--- src/rtl/ifid_fifo_pkg.sv ---
// MIPS instruction field layout and helpers shared by the IF/ID queue, decode and ID/EX.
package ifid_fifo_pkg;

    localparam int INSTR_W = 32;
    localparam int OP_W    = 6;
    localparam int REG_W   = 5;
    localparam int IMM_W   = 16;
    localparam int FUNC_W  = 6;
    localparam int JIDX_W  = 26;

    localparam int OP_MSB   = 31;
    localparam int OP_LSB   = 26;
    localparam int RS_MSB   = 25;
    localparam int RS_LSB   = 21;
    localparam int RT_MSB   = 20;
    localparam int RT_LSB   = 16;
    localparam int RD_MSB   = 15;
    localparam int RD_LSB   = 11;
    localparam int IMM_MSB  = 15;
    localparam int IMM_LSB  = 0;
    localparam int FUNC_MSB = 5;
    localparam int FUNC_LSB = 0;
    localparam int JIDX_MSB = 25;
    localparam int JIDX_LSB = 0;

    localparam logic [INSTR_W-1:0] NOP_INSTR = 32'h0000_0000;

    typedef enum logic [OP_W-1:0] {
        OP_RTYPE = 6'h00,
        OP_J     = 6'h02,
        OP_JAL   = 6'h03,
        OP_BEQ   = 6'h04,
        OP_BNE   = 6'h05,
        OP_ADDI  = 6'h08,
        OP_LUI   = 6'h0F,
        OP_LW    = 6'h23,
        OP_SW    = 6'h2B
    } opcode_e;

    typedef struct packed {
        logic [OP_W-1:0]   op;
        logic [REG_W-1:0]  rs;
        logic [REG_W-1:0]  rt;
        logic [REG_W-1:0]  rd;
        logic [IMM_W-1:0]  imm;
        logic [FUNC_W-1:0] func;
    } ifid_fields_t;

    function automatic ifid_fields_t split_instr(input logic [INSTR_W-1:0] instr);
        ifid_fields_t f;
        f.op   = instr[OP_MSB:OP_LSB];
        f.rs   = instr[RS_MSB:RS_LSB];
        f.rt   = instr[RT_MSB:RT_LSB];
        f.rd   = instr[RD_MSB:RD_LSB];
        f.imm  = instr[IMM_MSB:IMM_LSB];
        f.func = instr[FUNC_MSB:FUNC_LSB];
        return f;
    endfunction

    function automatic logic [INSTR_W-1:0] sign_extend16(input logic [IMM_W-1:0] v);
        return {{(INSTR_W-IMM_W){v[IMM_W-1]}}, v};
    endfunction

endpackage

--- src/rtl/ifid_fifo_if.sv ---
// Fetch-side push handshake, hazard controls and decode-side head view of the IF/ID queue.
interface ifid_fifo_if #(
    parameter int DEPTH = 4,
    parameter int PC_W  = 32
);
    localparam int CW = $clog2(DEPTH) + 1;

    logic            in_valid;
    logic [31:0]     in_instr;
    logic [PC_W-1:0] in_next_pc;
    logic            in_ready;
    logic            stall;
    logic            flush;

    logic            out_valid;
    logic [5:0]      op;
    logic [4:0]      ifid_rs;
    logic [4:0]      ifid_rt;
    logic [4:0]      ifid_rd;
    logic [15:0]     imm;
    logic [31:0]     imm_sext;
    logic [5:0]      func;
    logic [PC_W-1:0] out_next_pc;
    logic [PC_W-1:0] jump_addr;
    logic [CW-1:0]   count;

    // Pipeline side: fetch pushes, hazard unit stalls/flushes, decode consumes.
    modport master (
        output in_valid, in_instr, in_next_pc, stall, flush,
        input  in_ready, out_valid, op, ifid_rs, ifid_rt, ifid_rd,
               imm, imm_sext, func, out_next_pc, jump_addr, count
    );

    modport slave (
        input  in_valid, in_instr, in_next_pc, stall, flush,
        output in_ready, out_valid, op, ifid_rs, ifid_rt, ifid_rd,
               imm, imm_sext, func, out_next_pc, jump_addr, count
    );

endinterface

--- src/rtl/ifid_fifo_mem.sv ---
// DEPTH-entry register array: one synchronous write port, one asynchronous read port, async clear.
module ifid_fifo_mem #(
    parameter int DEPTH = 4,
    parameter int WIDTH = 64
) (
    input  logic                     clk,
    input  logic                     rst_n,
    input  logic                     wr_en,
    input  logic [$clog2(DEPTH)-1:0] wr_addr,
    input  logic [WIDTH-1:0]         wr_data,
    input  logic [$clog2(DEPTH)-1:0] rd_addr,
    output logic [WIDTH-1:0]         rd_data
);
    localparam int AW = $clog2(DEPTH);

    logic [WIDTH-1:0] entry_q [DEPTH];

    // Per-entry registers so each slot has its own enable and clear.
    generate
        for (genvar gi = 0; gi < DEPTH; gi++) begin : g_entry
            logic [WIDTH-1:0] entry_reg;

            always_ff @(posedge clk or negedge rst_n) begin
                if (!rst_n) begin
                    entry_reg <= '0;
                end else if (wr_en && (wr_addr == AW'(gi))) begin
                    entry_reg <= wr_data;
                end
            end

            assign entry_q[gi] = entry_reg;
        end
    endgenerate

    assign rd_data = entry_q[rd_addr];

endmodule

--- src/rtl/ifid_fifo.sv ---
// IF/ID instruction queue: pointer/count control plus combinational split of the head entry.
module ifid_fifo
    import ifid_fifo_pkg::*;
#(
    parameter int DEPTH       = 4,
    parameter int PC_W        = 32,
    parameter bit ZERO_BUBBLE = 1'b1
) (
    input logic        clk,
    input logic        rst_n,
    ifid_fifo_if.slave bus
);
    localparam int AW      = $clog2(DEPTH);
    localparam int CW      = AW + 1;
    localparam int ENTRY_W = INSTR_W + PC_W;

    logic [AW-1:0]      wr_ptr_reg, wr_ptr_next;
    logic [AW-1:0]      rd_ptr_reg, rd_ptr_next;
    logic [CW-1:0]      count_reg, count_next;
    logic               full, empty, push, pop;
    logic [ENTRY_W-1:0] head_entry;
    logic [INSTR_W-1:0] head_instr;
    logic [PC_W-1:0]    head_pc;
    ifid_fields_t       head_fields;

    // Handshake status comes only from the registered count.
    assign full  = (count_reg == CW'(DEPTH));
    assign empty = (count_reg == '0);

    assign push = bus.in_valid & ~full & ~bus.flush;
    assign pop  = ~empty & ~bus.stall & ~bus.flush;

    always_comb begin
        wr_ptr_next = wr_ptr_reg;
        rd_ptr_next = rd_ptr_reg;
        count_next  = count_reg;
        if (bus.flush) begin
            wr_ptr_next = '0;
            rd_ptr_next = '0;
            count_next  = '0;
        end else begin
            if (push) begin
                wr_ptr_next = wr_ptr_reg + 1'b1;
            end
            if (pop) begin
                rd_ptr_next = rd_ptr_reg + 1'b1;
            end
            if (push && !pop) begin
                count_next = count_reg + 1'b1;
            end else if (pop && !push) begin
                count_next = count_reg - 1'b1;
            end
        end
    end

    always_ff @(posedge clk or negedge rst_n) begin
        if (!rst_n) begin
            wr_ptr_reg <= '0;
            rd_ptr_reg <= '0;
            count_reg  <= '0;
        end else begin
            wr_ptr_reg <= wr_ptr_next;
            rd_ptr_reg <= rd_ptr_next;
            count_reg  <= count_next;
        end
    end

    ifid_fifo_mem #(
        .DEPTH (DEPTH),
        .WIDTH (ENTRY_W)
    ) u_mem (
        .clk     (clk),
        .rst_n   (rst_n),
        .wr_en   (push),
        .wr_addr (wr_ptr_reg),
        .wr_data ({bus.in_instr, bus.in_next_pc}),
        .rd_addr (rd_ptr_reg),
        .rd_data (head_entry)
    );

    // An empty queue presents a NOP bubble to decode when ZERO_BUBBLE is set.
    always_comb begin
        head_instr = head_entry[ENTRY_W-1:PC_W];
        head_pc    = head_entry[PC_W-1:0];
        if (ZERO_BUBBLE && empty) begin
            head_instr = NOP_INSTR;
            head_pc    = '0;
        end
    end

    assign head_fields = split_instr(head_instr);

    assign bus.in_ready    = ~full;
    assign bus.out_valid   = ~empty;
    assign bus.count       = count_reg;
    assign bus.op          = head_fields.op;
    assign bus.ifid_rs     = head_fields.rs;
    assign bus.ifid_rt     = head_fields.rt;
    assign bus.ifid_rd     = head_fields.rd;
    assign bus.imm         = head_fields.imm;
    assign bus.imm_sext    = sign_extend16(head_fields.imm);
    assign bus.func        = head_fields.func;
    assign bus.out_next_pc = head_pc;
    assign bus.jump_addr   = {head_pc[PC_W-1:28], head_instr[JIDX_MSB:JIDX_LSB], 2'b00};

endmodule

--- src/flat_wrapper.sv ---
// flat-port wrapper written by rule: the top's interface ports become plain ports
module ifid_fifo_flat import ifid_fifo_pkg::*;
#(
    parameter int DEPTH       = 4,
    parameter int PC_W        = 32,
    parameter bit ZERO_BUBBLE = 1'b1
)
  (clk, rst_n, bus_in_valid, bus_in_instr, bus_in_next_pc, bus_stall, bus_flush, bus_in_ready, bus_out_valid, bus_op, bus_ifid_rs, bus_ifid_rt, bus_ifid_rd, bus_imm, bus_imm_sext, bus_func, bus_out_next_pc, bus_jump_addr, bus_count);
  ifid_fifo_if #(.DEPTH(DEPTH), .PC_W(PC_W)) bus_i ();
  input logic clk;
  input logic rst_n;
  input wire logic [$bits(bus_i.in_valid)-1:0] bus_in_valid;
  input wire logic [$bits(bus_i.in_instr)-1:0] bus_in_instr;
  input wire logic [$bits(bus_i.in_next_pc)-1:0] bus_in_next_pc;
  input wire logic [$bits(bus_i.stall)-1:0] bus_stall;
  input wire logic [$bits(bus_i.flush)-1:0] bus_flush;
  output wire logic [$bits(bus_i.in_ready)-1:0] bus_in_ready;
  output wire logic [$bits(bus_i.out_valid)-1:0] bus_out_valid;
  output wire logic [$bits(bus_i.op)-1:0] bus_op;
  output wire logic [$bits(bus_i.ifid_rs)-1:0] bus_ifid_rs;
  output wire logic [$bits(bus_i.ifid_rt)-1:0] bus_ifid_rt;
  output wire logic [$bits(bus_i.ifid_rd)-1:0] bus_ifid_rd;
  output wire logic [$bits(bus_i.imm)-1:0] bus_imm;
  output wire logic [$bits(bus_i.imm_sext)-1:0] bus_imm_sext;
  output wire logic [$bits(bus_i.func)-1:0] bus_func;
  output wire logic [$bits(bus_i.out_next_pc)-1:0] bus_out_next_pc;
  output wire logic [$bits(bus_i.jump_addr)-1:0] bus_jump_addr;
  output wire logic [$bits(bus_i.count)-1:0] bus_count;
  assign bus_i.in_valid = bus_in_valid;
  assign bus_i.in_instr = bus_in_instr;
  assign bus_i.in_next_pc = bus_in_next_pc;
  assign bus_i.stall = bus_stall;
  assign bus_i.flush = bus_flush;
  assign bus_in_ready = bus_i.in_ready;
  assign bus_out_valid = bus_i.out_valid;
  assign bus_op = bus_i.op;
  assign bus_ifid_rs = bus_i.ifid_rs;
  assign bus_ifid_rt = bus_i.ifid_rt;
  assign bus_ifid_rd = bus_i.ifid_rd;
  assign bus_imm = bus_i.imm;
  assign bus_imm_sext = bus_i.imm_sext;
  assign bus_func = bus_i.func;
  assign bus_out_next_pc = bus_i.out_next_pc;
  assign bus_jump_addr = bus_i.jump_addr;
  assign bus_count = bus_i.count;
  ifid_fifo #(.DEPTH(DEPTH), .PC_W(PC_W), .ZERO_BUBBLE(ZERO_BUBBLE)) u_core (.clk(clk), .rst_n(rst_n), .bus(bus_i));
endmodule
--- config.mk ---
export PLATFORM = sky130hd
export DESIGN_NAME = ifid_fifo_flat
export DESIGN_NICKNAME = d
export VERILOG_FILES = /design/src/rtl/ifid_fifo_pkg.sv /design/src/rtl/ifid_fifo_if.sv /design/src/rtl/ifid_fifo_mem.sv /design/src/rtl/ifid_fifo.sv /design/src/flat_wrapper.sv
export SDC_FILE = /design/constraint.sdc
export NUM_CORES = 1
export LEC_CHECK = 0
export ABC_AREA = 0
export CAP_MARGIN = 20
export CORE_MARGIN = 2
export CORE_UTILIZATION = 35
export CTS_BUF_LIST = sky130_fd_sc_hd__clkbuf_8 sky130_fd_sc_hd__clkbuf_16
export CTS_CLUSTER_SIZE = 14
export DETAILED_ROUTE_END_ITERATION = 10
export PLACE_DENSITY_LB_ADDON = 0.12
export RECOVER_POWER = 100
export SYNTH_ARGS = -nofsm -noshare
export SYNTH_HDL_FRONTEND = slang
export SYNTH_SLANG_ARGS = --single-unit
--- constraint.sdc ---
create_clock -name clk -period 2.8 [get_ports clk]
set_clock_uncertainty 0.05 [all_clocks]
set_input_delay 0.28 -clock clk [delete_from_list [all_inputs] [get_ports clk]]
set_output_delay 0.28 -clock clk [all_outputs]
set_load 0.02 [all_outputs]
==> flow_summary.toml <==
[outcome]
status = "finished, final reports clean"

[power]
power-per-cell-area_mw_per_mm2 = 1180
leakagePower_uw = 0.00727
fin_total_pwr_uw = 18500
ir_drop_uv = 618

[yosys]
synth_top_area_share_pct = 50.9
netlist_area_sq_mm = 0.0129
ys_ff_latch = 263
yosysMostFrequentCell = "dfrtp_1"
synth_cells = 826
synth_async_sr_flop_share_pct = 100
synth-edff-count = 0
synth.distinct_cells = 37
yosysWarnings = 0
ys_seq_area_share_pct = 50.9
synth_area_leader_cell = "dfrtp_1"
yosys-top-cells-count = "dfrtp_1, mux2_2, buf_4"
ys_top_cells_by_area = "dfrtp_1, mux2_2, mux4_2"
avgSynthCellArea_sq_um = 15.7
synthFlopType = "dfrtp_1"

[job]
max_cap_viol_count = 0

[route]
totalWireLength_um = 28700
firstDrtPassIters = 4
avgRoutedWirePerCell_um = 19.3
post_drt_via_cell_ratio = 4.84
drt.antenna.violating_nets = 0
drc = 0
drtIter0Drc = 285
vias = 7183

[timing]
fin_crit_ns = 2.72
slew_headroom_pct = 13.3
setup_viol = 0
finalMaxSlewViolations = 0
rsz0062_at_grt = "no"
tightest_slew_ns = 1.30
fin_tns_setup_ns = 0
hold_viol = 0
fin_ws_ns = 0.0794
fin_crit_sh_pct = 97.2
fmax_mhz = 368

[layout]
largest_reg_flops = 256
fin_area_sq_mm = 0.0157
n_antenna_cell = 0
final_cells = 1484
areaGrowthSynthToFinish_pct = 21.2
drive_gt1_share_pct = 35.4
nNetsFinal = 1069

[cts]
clock_latency_ns = 0.56
cts_max_level = 1
cts_buffers = 31
clkTransAtPathRegs_ns = 0.06
cts_root_buf = "clkbuf_16"
clock_sinks = 263
clock_path_buffers = 3
cts_tree = "done"

[setup_path]
reg2reg_from = "u_core.bus.count[1]"
cp_cell_sequence = "or3_2, buf_6, dlygate4sd3_1"
cp.required_ns = 2.47
worst-endpoint-arrival_ns = 2.39
crit_buf_inv = 2
cp_slowest_cell = "dlygate4sd3_1"
cp_max_fo = 34
cp_top_family = "buffers and inverters"
cp-startpoint = "u_core.bus.count[1]"
worst_setup_path_end_kind = "output port"
cp-start-kind = "flip-flop"
cpPeakStageDelay_ns = 0.69
path_class = "flip-flop to output port"

[global_routing]
grt_pass1_wl_um = 45700
grt_max_degree = 81
antenna_found_initial = 0
grt.overflow.total = 0
grt_usage_pct = 15.1
grt_pass1_vias = 7728

[placement]
gp_congestion = 0.692
placedCellCount = 1418
port_buffers = 210
hpwlAfterDp_um = 18000
placed_area_sq_mm = 0.0151
pre_cts_ws_ns = 0.276

[floorplan]
die_w_um = 196
rows = 70
dieArea_sq_mm = 0.0385
start_util_pct = 35.4
die_y_um = 196
num_io_pins = 213
coreArea_sq_mm = 0.0365

[hold_path]
hp-class = "primary input to async pin"
==> layout by cell type (no fill, tap or decap), types with 4 or more instances in the layout <==
cell type / netlist / layout
clkbuf_8: 0 / 9
clkdlybuf4s50_1: 0 / 67
dlygate4sd2_1: 0 / 137
dfrtp_1: 263 / 261
a21oi_1: 5 / 5
dlygate4sd3_1: 0 / 6
and2_0: 0 / 33
inv_1: 5 / 14
mux2_4: 60 / 5
ha_1: 4 / 4
nor2_1: 7 / 7
clkbuf_16: 0 / 31
mux4_2: 64 / 64
mux2_1: 0 / 55
buf_4: 75 / 13
clkbuf_1: 13 / 8
and2_1: 65 / 31
buf_12: 6 / 8
clkbuf_2: 0 / 12
mux2_2: 196 / 196
buf_6: 19 / 5
==> metrics by stage <==
step / util [%] / hold WS (ns)
CTS: 44.0 / 0.287
detailed placement: 41.3 / 0.300
floorplan: - / -0.0656
global placement: 41.3 / 0.294
global route: 43.0 / 0.288
finish: 43.0 / 0.244
==> metal layers <==
metal | vias to the layer above | share of wire (%) | GRT usage [%]
met1 | 3755 | 46 | 20.6
met4 | 0 | 1.9 | 3.23
li1 | 3227 | - | -
met3 | 36 | 4.6 | 2.96
met5 | - | 0 | 0
met2 | 165 | 47 | 24.9
==> worst paths after layout <==
check                                                   endpoint  slack (ns)  cells after the start
setup reg to reg           u_core.u_mem.g_entry[2].entry_reg[49]        0.16                      6
min in group clk           u_core.u_mem.g_entry[0].entry_reg[16]        0.36                      2
max in group asynchronous                   u_core.rd_ptr_reg[0]        0.59                      3
hold / removal             u_core.u_mem.g_entry[3].entry_reg[16]        0.24                      2
hold reg to reg            u_core.u_mem.g_entry[0].entry_reg[23]        0.44                      1
setup / recovery                                   bus_out_valid        0.08                      3
==> repair_timing <==
action                                  4_1_cts  5_1_grt
endpoints found under the hold margin        74        0
buffers inserted                              7        5
gates resized for setup                     141        0
pin swaps                                     0        0
hold buffers                                  1        0
endpoints found under the setup margin      137       10
==> area by class of cell <==
type	instances	area (sq um)
clock inverters	14	134
repair buffers	258	2360
inverters	5	18.8
well taps	468	586
clock buffers	40	900
flip-flops and latches	263	6590
multi-input cells	436	5100
fillers	3444	20800
==> report_power, final <==
| group | switching, uW | internal, uW | leakage, uW |
|---|---|---|---|
| combinational | 4090 | 4150 | 0.00342 |
| clock | 1540 | 2490 | 0.000545 |
| sequential | 783 | 5440 | 0.00331 |
==> logic make-up (layout without fill, tap and decap cells) <==
family,Yosys count,after routing,synth area share (%)
mux,320,320,35.2
flops,263,263,50.9
buf+inv,128,317,7.79
simple gates,94,94,4.83
compound gates,12,12,0.580
fa+ha+maj,5,5,0.542
xor+xnor,3,3,0.203
other cells,1,2,0.0290
(Power assumes the default switching activity.)
